**src/rtl/mips_pkg.sv**
```systemverilog
`default_nettype none
// ============================================================================
//  Package     : mips_pkg
//  Description : Shared encodings for the EX-stage multiply/divide unit:
//                mul/div operation codes and iterative-FSM state codes.
//  Revision    : 1.0  initial release
// ============================================================================
package mips_pkg;

    // Operation select presented on the mul/div op bus (values 6-7 unused).
    typedef enum logic [2:0] {
        MD_MULT  = 3'd0,
        MD_MULTU = 3'd1,
        MD_DIV   = 3'd2,
        MD_DIVU  = 3'd3,
        MD_MTHI  = 3'd4,
        MD_MTLO  = 3'd5
    } md_op_e;

    // Iterative engine states.
    typedef enum logic [1:0] {
        MD_IDLE = 2'd0,
        MD_CALC = 2'd1,
        MD_FIX  = 2'd2
    } md_state_e;

endpackage : mips_pkg
`default_nettype wire

```
**src/rtl/ex_muldiv_if.sv**
```systemverilog
`default_nettype none
// ============================================================================
//  Interface   : ex_muldiv_if
//  Description : Request/response bundle between the EX stage / hazard logic
//                (master) and the multiply/divide unit (slave).
//  Signals     : start, op[2:0], a, b, flush   master -> slave
//                busy, done, hi, lo            slave  -> master
//  Revision    : 1.0  initial release
// ============================================================================
interface ex_muldiv_if #(
    parameter int WIDTH = 32
) ();
    logic             start;
    logic [2:0]       op;
    logic [WIDTH-1:0] a;
    logic [WIDTH-1:0] b;
    logic             flush;
    logic             busy;
    logic             done;
    logic [WIDTH-1:0] hi;
    logic [WIDTH-1:0] lo;

    modport master (output start, op, a, b, flush, input  busy, done, hi, lo);
    modport slave  (input  start, op, a, b, flush, output busy, done, hi, lo);
endinterface : ex_muldiv_if
`default_nettype wire

```
**src/rtl/muldiv_step.sv**
```systemverilog
`default_nettype none
// ============================================================================
//  Module      : muldiv_step
//  Description : One combinational iteration of the mul/div engine.
//                Multiply: radix-2 shift-add on {upper product, multiplier}.
//                Divide  : restoring shift-subtract on {remainder, quotient}.
//  Ports       : i_part   [2W-1:0]  current partial product / {rem, quot}
//                i_opnd   [W-1:0]   multiplicand or divisor magnitude
//                i_is_div           1 = divide step, 0 = multiply step
//                o_next   [2W-1:0]  next partial (quotient LSB left at 0)
//                o_qbit             quotient bit produced by a divide step
//  Config      : MULDIV_DIV_EN  -- divider path present only when defined
//  Revision    : 1.0  initial release
// ============================================================================
module muldiv_step #(
    parameter int WIDTH = 32
) (
    input  wire logic [2*WIDTH-1:0] i_part,
    input  wire logic [WIDTH-1:0]   i_opnd,
    input  wire logic               i_is_div,
    output logic      [2*WIDTH-1:0] o_next,
    output logic                    o_qbit
);
    logic [WIDTH:0] w_sum;

    // Multiply: add the multiplicand into the upper half when the current
    // multiplier LSB is set, then shift the whole pair right by one.
    always_comb begin
        w_sum = {1'b0, i_part[2*WIDTH-1:WIDTH]} +
                (i_part[0] ? {1'b0, i_opnd} : '0);
    end

`ifdef MULDIV_DIV_EN
    logic [WIDTH:0] w_trial;
    logic [WIDTH:0] w_diff;

    // Divide: shift the next dividend bit into the remainder and try to
    // subtract. With rem < divisor the trial is < 2*divisor, so the
    // W+1-bit difference sign is exact.
    always_comb begin
        w_trial = i_part[2*WIDTH-1:WIDTH-1];
        w_diff  = w_trial - {1'b0, i_opnd};
        if (i_is_div) begin
            if (!w_diff[WIDTH]) begin
                o_next = {w_diff[WIDTH-1:0], i_part[WIDTH-2:0], 1'b0};
                o_qbit = 1'b1;
            end else begin
                o_next = {w_trial[WIDTH-1:0], i_part[WIDTH-2:0], 1'b0};
                o_qbit = 1'b0;
            end
        end else begin
            o_next = {w_sum, i_part[WIDTH-1:1]};
            o_qbit = 1'b0;
        end
    end
`else
    logic w_unused_is_div;
    assign w_unused_is_div = i_is_div;

    always_comb begin
        o_next = {w_sum, i_part[WIDTH-1:1]};
        o_qbit = 1'b0;
    end
`endif

endmodule : muldiv_step
`default_nettype wire

```
**src/rtl/ex_muldiv.sv**
```systemverilog
`default_nettype none
// ============================================================================
//  Module      : ex_muldiv
//  Description : Iterative multiply/divide unit of the EX stage. Owns the
//                architectural HI/LO registers and raises busy while a
//                mul/div is in flight so hazard logic can stall.
//  Ports       : clock, reset (sync, active-high)
//                md (ex_muldiv_if.slave): start, op, a, b, flush -> in
//                                         busy, done, hi, lo     -> out
//  Config      : MULDIV_DIV_EN  -- defined: divider datapath present;
//                undefined: DIV/DIVU complete as no-ops with a done pulse.
//  Revision    : 1.0  initial release
// ============================================================================
module ex_muldiv
    import mips_pkg::*;
#(
    parameter int WIDTH = 32
) (
    input  wire logic   clock,
    input  wire logic   reset,
    ex_muldiv_if.slave  md
);
    localparam int CW = $clog2(WIDTH);

    md_state_e          state_q, state_d;
    logic [CW-1:0]      cnt_q,   cnt_d;
    logic [2*WIDTH-1:0] acc_q,   acc_d;
    logic [WIDTH-1:0]   opb_q,   opb_d;
    logic               neg_q,   neg_d;
    logic [WIDTH-1:0]   hi_q,    hi_d;
    logic [WIDTH-1:0]   lo_q,    lo_d;
    logic               busy_q,  busy_d;
    logic               done_q,  done_d;
`ifdef MULDIV_DIV_EN
    logic               is_div_q,  is_div_d;
    logic               neg_rem_q, neg_rem_d;
    logic               divz_q,    divz_d;
    logic [WIDTH-1:0]   w_quot, w_rem;
`endif

    md_op_e             w_op;
    logic               w_accept, w_signed, w_is_mul, w_is_div;
    logic [WIDTH-1:0]   w_abs_a, w_abs_b;
    logic [2*WIDTH-1:0] w_step_next, w_prod;
    logic               w_step_qbit;

    muldiv_step #(.WIDTH(WIDTH)) u_step (
        .i_part   (acc_q),
        .i_opnd   (opb_q),
`ifdef MULDIV_DIV_EN
        .i_is_div (is_div_q),
`else
        .i_is_div (1'b0),
`endif
        .o_next   (w_step_next),
        .o_qbit   (w_step_qbit)
    );

    always_comb begin
        w_op     = md_op_e'(md.op);
        w_accept = md.start && !busy_q && !md.flush;
        w_is_mul = (w_op == MD_MULT) || (w_op == MD_MULTU);
        w_is_div = (w_op == MD_DIV)  || (w_op == MD_DIVU);
        w_signed = (w_op == MD_MULT) || (w_op == MD_DIV);
        w_abs_a  = (w_signed && md.a[WIDTH-1]) ? -md.a : md.a;
        w_abs_b  = (w_signed && md.b[WIDTH-1]) ? -md.b : md.b;
        w_prod   = neg_q ? -acc_q : acc_q;
    end

    always_comb begin
        state_d = state_q;
        cnt_d   = cnt_q;
        acc_d   = acc_q;
        opb_d   = opb_q;
        neg_d   = neg_q;
        hi_d    = hi_q;
        lo_d    = lo_q;
        busy_d  = busy_q;
        done_d  = 1'b0;
`ifdef MULDIV_DIV_EN
        is_div_d  = is_div_q;
        neg_rem_d = neg_rem_q;
        divz_d    = divz_q;
        w_quot    = neg_q     ? -acc_q[WIDTH-1:0]       : acc_q[WIDTH-1:0];
        w_rem     = neg_rem_q ? -acc_q[2*WIDTH-1:WIDTH] : acc_q[2*WIDTH-1:WIDTH];
`endif

        // Squash beats everything else, including a same-cycle start.
        if (md.flush) begin
            state_d = MD_IDLE;
            cnt_d   = '0;
            busy_d  = 1'b0;
        end else begin
            case (state_q)
                MD_IDLE: begin
                    if (w_accept) begin
`ifdef MULDIV_DIV_EN
                        if (w_is_mul || w_is_div) begin
`else
                        if (w_is_mul) begin
`endif
                            state_d = MD_CALC;
                            cnt_d   = CW'(WIDTH - 1);
                            acc_d   = {{WIDTH{1'b0}}, w_abs_a};
                            opb_d   = w_abs_b;
                            neg_d   = w_signed && (md.a[WIDTH-1] ^ md.b[WIDTH-1]);
                            busy_d  = 1'b1;
`ifdef MULDIV_DIV_EN
                            is_div_d  = w_is_div;
                            neg_rem_d = w_signed && md.a[WIDTH-1];
                            divz_d    = (md.b == '0);
`else
                        end else if (w_is_div) begin
                            // No divider: complete at once so stalls release.
                            done_d = 1'b1;
`endif
                        end else if (w_op == MD_MTHI) begin
                            hi_d = md.a;
                        end else if (w_op == MD_MTLO) begin
                            lo_d = md.a;
                        end
                    end
                end
                MD_CALC: begin
                    acc_d = {w_step_next[2*WIDTH-1:1], w_step_next[0] | w_step_qbit};
                    if (cnt_q == '0) begin
                        state_d = MD_FIX;
                    end else begin
                        cnt_d = cnt_q - 1'b1;
                    end
                end
                MD_FIX: begin
`ifdef MULDIV_DIV_EN
                    if (is_div_q) begin
                        // Divide by zero: quotient all ones, remainder is the
                        // dividend (sign-restored |a| equals a).
                        lo_d = divz_q ? '1 : w_quot;
                        hi_d = w_rem;
                    end else begin
                        {hi_d, lo_d} = w_prod;
                    end
`else
                    {hi_d, lo_d} = w_prod;
`endif
                    busy_d  = 1'b0;
                    done_d  = 1'b1;
                    state_d = MD_IDLE;
                end
                default: begin
                    state_d = MD_IDLE;
                    busy_d  = 1'b0;
                end
            endcase
        end
    end

    always_ff @(posedge clock) begin
        if (reset) begin
            state_q <= MD_IDLE;
            cnt_q   <= '0;
            acc_q   <= '0;
            opb_q   <= '0;
            neg_q   <= 1'b0;
            hi_q    <= '0;
            lo_q    <= '0;
            busy_q  <= 1'b0;
            done_q  <= 1'b0;
`ifdef MULDIV_DIV_EN
            is_div_q  <= 1'b0;
            neg_rem_q <= 1'b0;
            divz_q    <= 1'b0;
`endif
        end else begin
            state_q <= state_d;
            cnt_q   <= cnt_d;
            acc_q   <= acc_d;
            opb_q   <= opb_d;
            neg_q   <= neg_d;
            hi_q    <= hi_d;
            lo_q    <= lo_d;
            busy_q  <= busy_d;
            done_q  <= done_d;
`ifdef MULDIV_DIV_EN
            is_div_q  <= is_div_d;
            neg_rem_q <= neg_rem_d;
            divz_q    <= divz_d;
`endif
        end
    end

    assign md.busy = busy_q;
    assign md.done = done_q;
    assign md.hi   = hi_q;
    assign md.lo   = lo_q;

endmodule : ex_muldiv
`default_nettype wire

```
**src/flat_wrapper.sv**
```systemverilog
// flat-port wrapper written by rule: the top's interface ports become plain ports
module ex_muldiv_flat import mips_pkg::*;
#(
    parameter int WIDTH = 32
)
  (clock, reset, md_start, md_op, md_a, md_b, md_flush, md_busy, md_done, md_hi, md_lo);
  ex_muldiv_if #(.WIDTH(WIDTH)) md_i ();
  input  wire logic clock;
  input  wire logic reset;
  input wire logic [$bits(md_i.start)-1:0] md_start;
  input wire logic [$bits(md_i.op)-1:0] md_op;
  input wire logic [$bits(md_i.a)-1:0] md_a;
  input wire logic [$bits(md_i.b)-1:0] md_b;
  input wire logic [$bits(md_i.flush)-1:0] md_flush;
  output wire logic [$bits(md_i.busy)-1:0] md_busy;
  output wire logic [$bits(md_i.done)-1:0] md_done;
  output wire logic [$bits(md_i.hi)-1:0] md_hi;
  output wire logic [$bits(md_i.lo)-1:0] md_lo;
  assign md_i.start = md_start;
  assign md_i.op = md_op;
  assign md_i.a = md_a;
  assign md_i.b = md_b;
  assign md_i.flush = md_flush;
  assign md_busy = md_i.busy;
  assign md_done = md_i.done;
  assign md_hi = md_i.hi;
  assign md_lo = md_i.lo;
  ex_muldiv #(.WIDTH(WIDTH)) u_core (.clock(clock), .reset(reset), .md(md_i));
endmodule
```
**config.mk**
```make
export PLATFORM = sky130hd
export DESIGN_NAME = ex_muldiv_flat
export DESIGN_NICKNAME = d
export VERILOG_FILES = /design/src/rtl/mips_pkg.sv /design/src/rtl/ex_muldiv_if.sv /design/src/rtl/muldiv_step.sv /design/src/rtl/ex_muldiv.sv /design/src/flat_wrapper.sv
export SDC_FILE = /design/constraint.sdc
export NUM_CORES = 1
export LEC_CHECK = 0
export ABC_AREA = 0
export CELL_PAD_IN_SITES_DETAIL_PLACEMENT = 0
export CELL_PAD_IN_SITES_GLOBAL_PLACEMENT = 1
export CORE_MARGIN = 1
export CORE_UTILIZATION = 25
export CTS_CLUSTER_SIZE = 12
export DETAILED_ROUTE_END_ITERATION = 7
export PLACE_DENSITY_LB_ADDON = 0.1
export SLEW_MARGIN = 25
export SYNTH_ARGS = -nofsm -noshare
export SYNTH_HDL_FRONTEND = slang
export SYNTH_SLANG_ARGS = --single-unit
export TNS_END_PERCENT = 20
```
**constraint.sdc**
```tcl
create_clock -name clock -period 6.07 [get_ports clock]
set_input_delay 0.607 -clock clock [delete_from_list [all_inputs] [get_ports clock]]
set_output_delay 0.607 -clock clock [all_outputs]
set_load 0.05 [all_outputs]
```
==> summary.md <==
| Metric | Value |
|---|---|
| CTS-repair resized insts | `0` |
| Setup_tns | `0 ns` |
| Post-Syn Nets | `1687` |
| Final Setup Violations | `0` |
| RSZ-0062 raised after global routing | `no` |
| First-pass GRT wire length | `70340 µm` |
| CP peak stage delay | `0.86 ns` |
| Cts bufs inserted | `17` |
| DRC viols | `0` |
| Gate Count Post-Synth | `1578` |
| Initial antenna violation count | `0` |
| CP Cell Sequence | `buf_4 > and2_1 > ha_1 > a21oi_1 > o21ai_0 > or4b_2 > a2111o_1 > nand2_1 > o21a_1 > a311oi_1` |
| Layout cells sized above 1 | `4.939%` |
| Rel. slew slack | `35.32%` |
| Area delta synth->final | `20.73%` |
| Post-Synth Simple-Gate Area | `24.79%` |
| Vias | `11660` |
| Clock root cell | `clkbuf_16` |
| CTS tree | `yes` |
| Initial DRT Pass Iterations | `5` |
| Largest fanout on the critical path | `21` |
| Seq/Total Area, Yosys | `28.86%` |
| Max Cap Viol | `0` |
| Top-count cell post-synth | `nor2_1` |
| Mux cell area share after synthesis | `0.8488%` |
| Critical-path top delay cell | `dfxtp_1` |
| Hold violation total from the final report | `0` |
| Vias in the first global route | `11210` |
| Worst skew pair latency | `0.46 ns` |
| Pwr dens | `197.5 nW/µm²` |
| Die footprint | `48040 µm²` |
| Final WL | `46590 µm` |
| Final period util | `61.28%` |
| Synth top area cells | `dfxtp_1 (29%), nor2_1 (6.7%), a21oi_1 (5.9%), xor2_1 (5.9%), a211oi_1 (5.4%)` |
| Num ports | `137` |
| Leak | `0.005100 µW` |
| Asr flop ratio synth | `0%` |
| Total global-route track usage | `19.37%` |
| Nets | `1737` |
| Worst Setup Start Kind | `flop` |
| Largest family of logic cells by synthesized area | `compound AO/OA/AOI/OAI gates` |
| Mapped Avg Cell Area | `7.473 µm²` |
| Total chip power | `2812 µW` |
| Crit end category | `flop` |
| CTS Buffer Depth | `2` |
| Die W | `219.2 µm` |
| Pin count of the biggest net entering global routing | `72` |
| Netlist Area Pre-Place | `11790 µm²` |
| Ant. Diodes | `0` |
| Die H | `219.2 µm` |
| Min Tclk post-route | `3.719 ns` |
| DP HPWL | `35170 µm` |
| Routed vias/inst | `5.189` |
| DR WL/cell | `20.73 µm` |
| Commonest cells post-synth | `nor2_1 (209), dfxtp_1 (170), a21oi_1 (139)` |
| Arrival @ worst endpoint | `4.02 ns` |
| Num rows | `79` |
| Flops & latches, synth | `170` |
| Total setup buffers inserted after CTS | `0` |
| Final Skew | `0.01208 ns` |
| GP Congestion | `0.8532` |
| Worst min path class | `flop to flop` |
| Antenna viol nets, final | `0` |
| Fillers | `5051` |
| Yosys Warn Count | `0` |
| Clock sink total | `170` |
| Xor and xnor area share after synthesis | `9.729%` |
| Status | `completed` |
| H-tree lvl count | `4` |
| Drt initial violations | `610` |
| Core area | `46560 µm²` |
| Share of the synthesized area in the top cell type | `28.86%` |
| CP Class | `flop to flop` |
| Tightest Pin Transition | `0.9614 ns` |
| Hold_buf cts | `0` |
| Post-synthesis adder-cell area fraction | `4.095%` |
| Distinct cell type count after synthesis | `68` |
| Post-synth top area cell | `dfxtp_1` |
| Peak Freq | `268.9 MHz` |
| Post-synth EDFFs | `0` |
| Total gr overflow | `0` |
| Slew Limit Fails | `0` |
| Clock transition at path regs | `0.07 ns` |
| CP required | `6.37 ns` |
| Port-buffer cells | `136` |
| Initial core utilization | `25.33%` |
| Post-synthesis compound-gate area fraction | `26.88%` |
| VDD IR-drop max | `0.1960 mV` |
| Ys flop type | `dfxtp_1` |
==> routing by layer <==
| layer | share of wire (%) | track usage [%] |
|---|---|---|
| met1 | 46 | 24.94 |
| met4 | 1.7 | 5.324 |
| met3 | 3.2 | 2.134 |
| met2 | 49 | 33.91 |
| met5 | 0 | 0 |
==> per-stage QoR <==
| stage | setup slack (ns) | hold slack (ns) | util [%] | cell area (µm²) | std cells |
|---|---|---|---|---|---|
| after floorplan | 2.827 | 0.4273 | - | 11790 | 1578 |
| after global routing | 2.104 | 0.4796 | 30.58 | 14240 | 2247 |
| final | 2.351 | 0.4563 | 30.58 | 14240 | 2247 |
| after detailed placement | 2.076 | 0.4501 | 29.21 | 13600 | 2216 |
| after CTS | 2.346 | 0.4603 | 30.58 | 14240 | 2247 |
| after global placement | 2.114 | 0.4450 | 29.19 | 13590 | 2216 |
==> cell families (layout without fill, tap and decap cells) <==
group                    count (synthesis)  after routing
buffers and inverters                  148            210
XOR/XNOR                               131            131
adder cells (fa/ha/maj)                 38             38
AO/OA/AOI/OAI                          482            482
multiplexers                            10             10
flip-flops                             170            170
AND/OR/NAND/NOR                        599            599
==> path summary, 6_finish.rpt <==
path                            cells past startpoint        startpoint  slack (ns)                to
worst max-delay path                               10   u_core.acc_q[0]        2.35  u_core.acc_q[63]
worst min register to register                      2  u_core.md.lo[18]        0.46  u_core.md.lo[18]
worst max register to register                     10   u_core.acc_q[0]        2.35  u_core.acc_q[63]
worst min-delay path                                2  u_core.md.lo[18]        0.46  u_core.md.lo[18]
==> where the power goes <==
| group | internal, µW | switching [µW] |
|---|---|---|
| Sequential | 1140 | 22.2 |
| Combinational | 148 | 266 |
| Clock | 737 | 503 |
==> cell type report <==
cell class	count	area, µm²	share of cell area (%)
multi-input combinational	1260	7845	55.10
timing repair buffer	154	1494	10.49
sequential	170	3405	23.91
inverter	25	93.84	0.6591
clock buffer	19	442.9	3.111
clock inverter	12	197.7	1.389
tap	607	759.5	5.334
==> layout by cell type, fill, tap and decap left out, types with 11 or more instances in the layout <==
cell             netlist  layout
a211o_1               11      11
a211oi_1              85      85
a21o_1                17      16
a21oi_1              139     139
a31oi_1               21      21
and2_1                38      37
and3_1                19      19
buf_4                  0      19
clkbuf_16              0      17
clkdlybuf4s50_1        0     135
dfxtp_1              170     169
ha_1                  37      37
inv_1                 25      25
nand2_1              138     138
nand2b_1              11      11
nand3_1               29      29
nand4_1               16      16
nor2_1               209     209
nor3_1                39      39
nor4_1                20      18
o211ai_1              12      12
o21ai_0               79      79
o31ai_1               25      25
o41ai_1               15      15
or3_1                 22      22
or4_1                 12      12
xnor2_1               52      52
xor2_1                79      79
==> critical path, delay by kind of cell (launching register included) <==
family / cells / cell delay (ns)
compound gates: 5 / 1.14
buf+inv: 1 / 0.31
simple gates: 3 / 0.92
flops: 1 / 0.86
fa+ha+maj: 1 / 0.31
==> registers in the layout, indices dropped and copies added, names as in the netlist <==
name and cells:
u_core.opb_q 32, u_core.state_q 2, u_core.cnt_q 5, u_core.neg_q 1, u_core.acc_q 64, u_core.md.done 1, u_core.md.busy 1, u_core.md.lo 32
u_core.md.hi 32
Power figures use the tool's default switching activity.
